File: config.mk
export PLATFORM = sky130hd
export DESIGN_NAME = dff_mem_burst
export DESIGN_NICKNAME = d
export VERILOG_FILES = /design/src/rtl/dff_mem_burst.sv
export SDC_FILE = /design/constraint.sdc
export NUM_CORES = 1
export LEC_CHECK = 0
export ABC_AREA = 1
export CORE_MARGIN = 3
export CORE_UTILIZATION = 30
export CTS_CLUSTER_SIZE = 8
export DETAILED_ROUTE_END_ITERATION = 10
export SLEW_MARGIN = 20
export SYNTH_ARGS = -nofsm -noshare
export SYNTH_HDL_FRONTEND = slang
export SYNTH_SLANG_ARGS = --single-unit
export TNS_END_PERCENT = 100
File: constraint.sdc
create_clock -name clk -period 3.6 [get_ports clk]
set_clock_uncertainty 0.15 [all_clocks]
set_input_delay 0.72 -clock clk [delete_from_list [all_inputs] [get_ports clk]]
set_output_delay 0.72 -clock clk [all_outputs]
set_load 0.02 [all_outputs]
File: src/rtl/dff_mem_burst.sv
// Parametrised flip-flop RAM with a valid/ready command port, auto-increment burst pointer
// and a sequenced clear engine that fills every word with CLEAR_VAL.
//
// state   | meaning
// --------+---------------------------------------------------------------
// S_IDLE  | accepting WRITE / READ / SEEK / CLEAR commands
// S_CLEAR | sweeping clr_idx 0..DEPTH-1; the first edge after reset only arms
module dff_mem_burst #(
    parameter int unsigned       DATA_W         = 8,
    parameter int unsigned       DEPTH          = 16,
    parameter logic [DATA_W-1:0] CLEAR_VAL      = '0,
    parameter bit                CLEAR_ON_RESET = 1'b1,
    localparam int unsigned      ADDR_W         = (DEPTH > 2) ? $clog2(DEPTH) : 1
) (
    input  logic              clk,
    input  logic              rst_n,
    input  logic              cmd_valid,
    output logic              cmd_ready,
    input  logic [1:0]        cmd_op,
    input  logic              cmd_use_ptr,
    input  logic [ADDR_W-1:0] cmd_addr,
    input  logic [DATA_W-1:0] wdata,
    output logic [DATA_W-1:0] rdata,
    output logic              rvalid,
    output logic [ADDR_W-1:0] ptr,
    output logic              busy,
    output logic              clr_done,
    output logic              addr_err
);

    localparam logic [1:0] OP_WRITE = 2'b00;
    localparam logic [1:0] OP_READ  = 2'b01;
    localparam logic [1:0] OP_SEEK  = 2'b10;
    localparam logic [1:0] OP_CLEAR = 2'b11;

    localparam logic [ADDR_W-1:0] LAST_IDX = ADDR_W'(DEPTH - 1);
    localparam logic [ADDR_W:0]   DEPTH_X  = (ADDR_W + 1)'(DEPTH);

    typedef enum logic {
        S_IDLE  = 1'b0,
        S_CLEAR = 1'b1
    } state_t;

    state_t            state;
    logic [DATA_W-1:0] mem [DEPTH];
    logic [ADDR_W-1:0] clr_idx;

    logic              accept;
    logic [ADDR_W-1:0] eff_addr;
    logic              eff_ok;
    logic              seek_ok;
    logic [ADDR_W-1:0] next_ptr;
    logic              do_write;
    logic              clr_we;

    assign cmd_ready = (state == S_IDLE);
    assign accept    = cmd_valid & cmd_ready & rst_n;
    assign eff_addr  = cmd_use_ptr ? ptr : cmd_addr;
    assign eff_ok    = ({1'b0, eff_addr} < DEPTH_X);
    assign seek_ok   = ({1'b0, cmd_addr} < DEPTH_X);
    assign next_ptr  = (eff_addr == LAST_IDX) ? '0 : eff_addr + ADDR_W'(1);
    assign do_write  = accept & (cmd_op == OP_WRITE) & eff_ok;
    // busy doubles as the sweep arm flag, so no word is written while reset is held
    assign clr_we    = (state == S_CLEAR) & busy;

    // The array is deliberately not reset; only the clear sweep or writes define it.
    always_ff @(posedge clk) begin
        if (clr_we) begin
            mem[clr_idx] <= CLEAR_VAL;
        end else if (do_write) begin
            mem[eff_addr] <= wdata;
        end
    end

    always_ff @(posedge clk or negedge rst_n) begin
        if (!rst_n) begin
            state    <= CLEAR_ON_RESET ? S_CLEAR : S_IDLE;
            rdata    <= '0;
            rvalid   <= 1'b0;
            ptr      <= '0;
            busy     <= 1'b0;
            clr_done <= 1'b0;
            addr_err <= 1'b0;
            clr_idx  <= '0;
        end else begin
            rvalid   <= 1'b0;
            clr_done <= 1'b0;
            addr_err <= 1'b0;
            case (state)
                S_IDLE: begin
                    if (accept) begin
                        case (cmd_op)
                            OP_WRITE: begin
                                if (eff_ok) ptr <= next_ptr;
                                else        addr_err <= 1'b1;
                            end
                            OP_READ: begin
                                rvalid <= 1'b1;
                                if (eff_ok) begin
                                    rdata <= mem[eff_addr];
                                    ptr   <= next_ptr;
                                end else begin
                                    rdata    <= '0;
                                    addr_err <= 1'b1;
                                end
                            end
                            OP_SEEK: begin
                                if (seek_ok) ptr <= cmd_addr;
                                else         addr_err <= 1'b1;
                            end
                            OP_CLEAR: begin
                                state   <= S_CLEAR;
                                busy    <= 1'b1;
                                clr_idx <= '0;
                            end
                            default: ;
                        endcase
                    end
                end
                S_CLEAR: begin
                    if (!busy) begin
                        busy <= 1'b1;
                    end else if (clr_idx == LAST_IDX) begin
                        state    <= S_IDLE;
                        busy     <= 1'b0;
                        clr_done <= 1'b1;
                        ptr      <= '0;
                        clr_idx  <= '0;
                    end else begin
                        clr_idx <= clr_idx + ADDR_W'(1);
                    end
                end
                default: state <= S_IDLE;
            endcase
        end
    end

endmodule

==> flow_metrics.py <==
metrics = {
    "status": {
        "status": "complete, no violations",
    },
    "critical_path": {
        "path_cells": "clkdlybuf4s50_1 -> nand2_2 -> nand2_4 -> o21ai_2 -> inv_1 -> nand3_1 -> nor2_1 -> buf_4",
        "end_kind": "flop",
        "cp-start-kind": "input pin",
        "rrSetupSlack_ns": 1.30,
        "critical_path_arrival_ns": 2.84,
        "cp_slowest_cell": "clkdlybuf4s50_1",
        "crit_family": "buffers and inverters",
        "path_class": "in -> reg",
        "cp.required_ns": 3.57,
        "slowest_delay_ns": 0.75,
        "crit_fanout": 36,
        "cp_num_buf_inv": 3,
    },
    "floorplan": {
        "die_width_um": 154,
        "die_y_um": 154,
        "start_util_pct": 30.9,
        "io_pins": 35,
        "rows": 53,
        "dieArea_sq_mm": 0.0237,
        "core-area_sq_mm": 0.0212,
    },
    "clock_tree": {
        "cts_setup_buffers": 0,
        "cts_root_buf": "clkbuf_16",
        "clk_pin_slew_ns": 0.06,
        "cts_made_buffers": 17,
        "h-tree-depth": 4,
        "clock_latency_ns": 0.42,
        "clk_path_buf_depth": 2,
        "cts_sinks": 148,
        "cts_tree": "done",
        "cts_resized": 0,
        "ctsHoldBuffers": 0,
    },
    "timing": {
        "tns_ns": 0,
        "setup_ws_ns": 0.728,
        "finalCritPeriodShare_pct": 79.8,
        "finalHoldViolCount": 0,
        "rsz0062_at_grt": "false",
        "slew_violations": 0,
        "max_freq_mhz": 348,
        "setup_viol_count_final": 0,
        "fin_crit_ns": 2.87,
    },
    "yosys": {
        "synth_top_area_share_pct": 58.6,
        "yosys-top-cells-area": "edfxtp_1, nand2_1, nand3_1, dfrtp_1, nor2_1",
        "synth_area_sq_mm": 0.00656,
        "yosysWarnings": 0,
        "ys_ff_latch": 148,
        "yosysUniqueCellTypes": 30,
        "syn_area_per_cell_sq_um": 10.5,
        "synth_area_leader_cell": "edfxtp_1",
        "syn_inst": 626,
        "ys_seq_area_share_pct": 66.3,
        "synth_nets": 646,
    },
    "final_layout": {
        "syn2layout_area_growth_pct": 20.3,
        "diodes": 0,
        "drive_gt1_share_pct": 12.6,
        "finalNetCount": 706,
        "final_util_pct": 37.2,
    },
    "global_route": {
        "met2_usage_pct": 22.8,
        "grt_max_degree": 37,
        "grt.overflow.total": 0,
        "grt_pass1_vias": 4509,
        "grt_first_pass_wirelength_um": 25600,
        "use_met1_pct": 18.8,
        "antenna_found_initial": 0,
        "grtUsageTotal_pct": 14.2,
        "grt_busiest_layer": "met2",
        "grtUsageMet3_pct": 3.35,
    },
    "routing": {
        "vias": 4555,
        "drt-total-wl_um": 16500,
        "avgViaCountPerCell": 4.68,
        "wl_per_cell_um": 17.0,
        "drtPass1Iterations": 5,
        "antenna_left": 0,
        "drtIter0Drc": 444,
        "drc": 0,
    },
    "pwr": {
        "p_total_mw": 5.42,
        "p_leak_nw": 3.19,
        "power.density_mw_per_mm2": 687,
        "peakVddDrop_v": 0.000342,
    },
    "placement": {
        "dp_slack_ns": 0.319,
        "place_hpwl_um": 10800,
        "gp_congestion": 0.826,
        "port_buffers": 33,
    },
    "job": {
        "drv_cap": 0,
    },
    "min_path": {
        "hp-class": "reg -> reg",
    },
}
## layer usage
layer | wire length, um | part of all wire [%] | vias up
met5 | 0 | 0 | -
met4 | 396 | 2.4 | 0
met3 | 1080 | 6.5 | 23
met2 | 7770 | 47 | 149
met1 | 7270 | 44 | 2152
li1 | - | - | 2231
## power by group
group | leakage, nW | switching [mW] | total (mW) | internal (mW)
clock network | 0.276 | 0.646 | 1.71 | 1.07
logic | 1.42 | 0.962 | 1.44 | 0.482
registers | 1.50 | 0.108 | 2.27 | 2.16
## metrics by stage
step | hold WS [ns] | cells | cell area, sq um
6_report | 0.326 | 973 | 7890
5_1_grt | 0.369 | 973 | 7890
4_1_cts | 0.333 | 973 | 7890
3_5_place_dp | 0.317 | 942 | 7320
3_3_place_gp | 0.316 | 942 | 7320
2_1_floorplan | 0.274 | 626 | 6560
## path summary, 6_finish.rpt
check,to,depth (start not counted),from
max,mem[1][3]$_DFFE_PP_,8,cmd_use_ptr
min,rdata[6]$_DFFE_PN0P_,2,rdata[6]$_DFFE_PN0P_
max reg2reg,mem[1][3]$_DFFE_PP_,9,state$_DFF_PN1_
min reg2reg,rdata[6]$_DFFE_PN0P_,2,rdata[6]$_DFFE_PN0P_
max in group asynchronous,state$_DFF_PN1_,2,rst_n
min in group asynchronous,ptr[2]$_DFFE_PN0P_,2,rst_n
## worst register-to-register path, delay by kind of cell, from the launching register on
| kind | cells | cell delay (ns) |
|---|---|---|
| and+or+nand+nor | 5 | 0.73 |
| DFF | 1 | 0.59 |
| buffers and inverters | 3 | 0.34 |
| AOI/OAI and AO/OA | 1 | 0.20 |
## sequential cells by signal, summed over array words and instances, names as in the netlist
signal	flops
clr_done	1
state	1
ptr	4
busy	1
clr_idx	4
rdata	8
rvalid	1
mem	128
## layout make-up
cell class                 instances  area, sq um
multi-input combinational        417         1900
timing repair buffer              65          583
sequential                       148         4350
tap                              275          344
clock buffer                      17          425
clock inverter                    14          144
fill                            2095        13300
inverter                          37          144
## synth_stat cells, drive strengths merged
master  number
a21oi       20
a31oi        1
buf         24
conb         1
dfrtp       19
dfstp        1
edfxtp     128
ha           2
inv         37
nand2      222
nand3      100
nor2        51
nor3         3
o211ai       1
o21ai       14
o22ai        1
xor2         1
## layout by cell type (no fill, tap or decap), types with 7 or more instances in the layout
master	synthesis	routed
a21oi_1	20	20
inv_1	31	31
o21ai_0	9	9
nand3_1	96	96
buf_4	7	31
nand2_2	7	7
clkbuf_16	0	17
dfrtp_1	19	19
edfxtp_1	128	128
nand2_1	209	209
clkdlybuf4s50_1	0	33
nor2_1	50	50
## logic make-up after synthesis
family / count (synthesis) / share of synthesized area (%)
AOI/OAI and AO/OA: 37 / 3.13
and+or+nand+nor: 376 / 25.3
buffers and inverters: 61 / 4.68
adders and majority gates: 2 / 0.382
xor gates and xnor gates: 1 / 0.134
other: 1 / 0.0572
DFF: 148 / 66.3
Note: power is estimated with default switching activity, not from simulation.
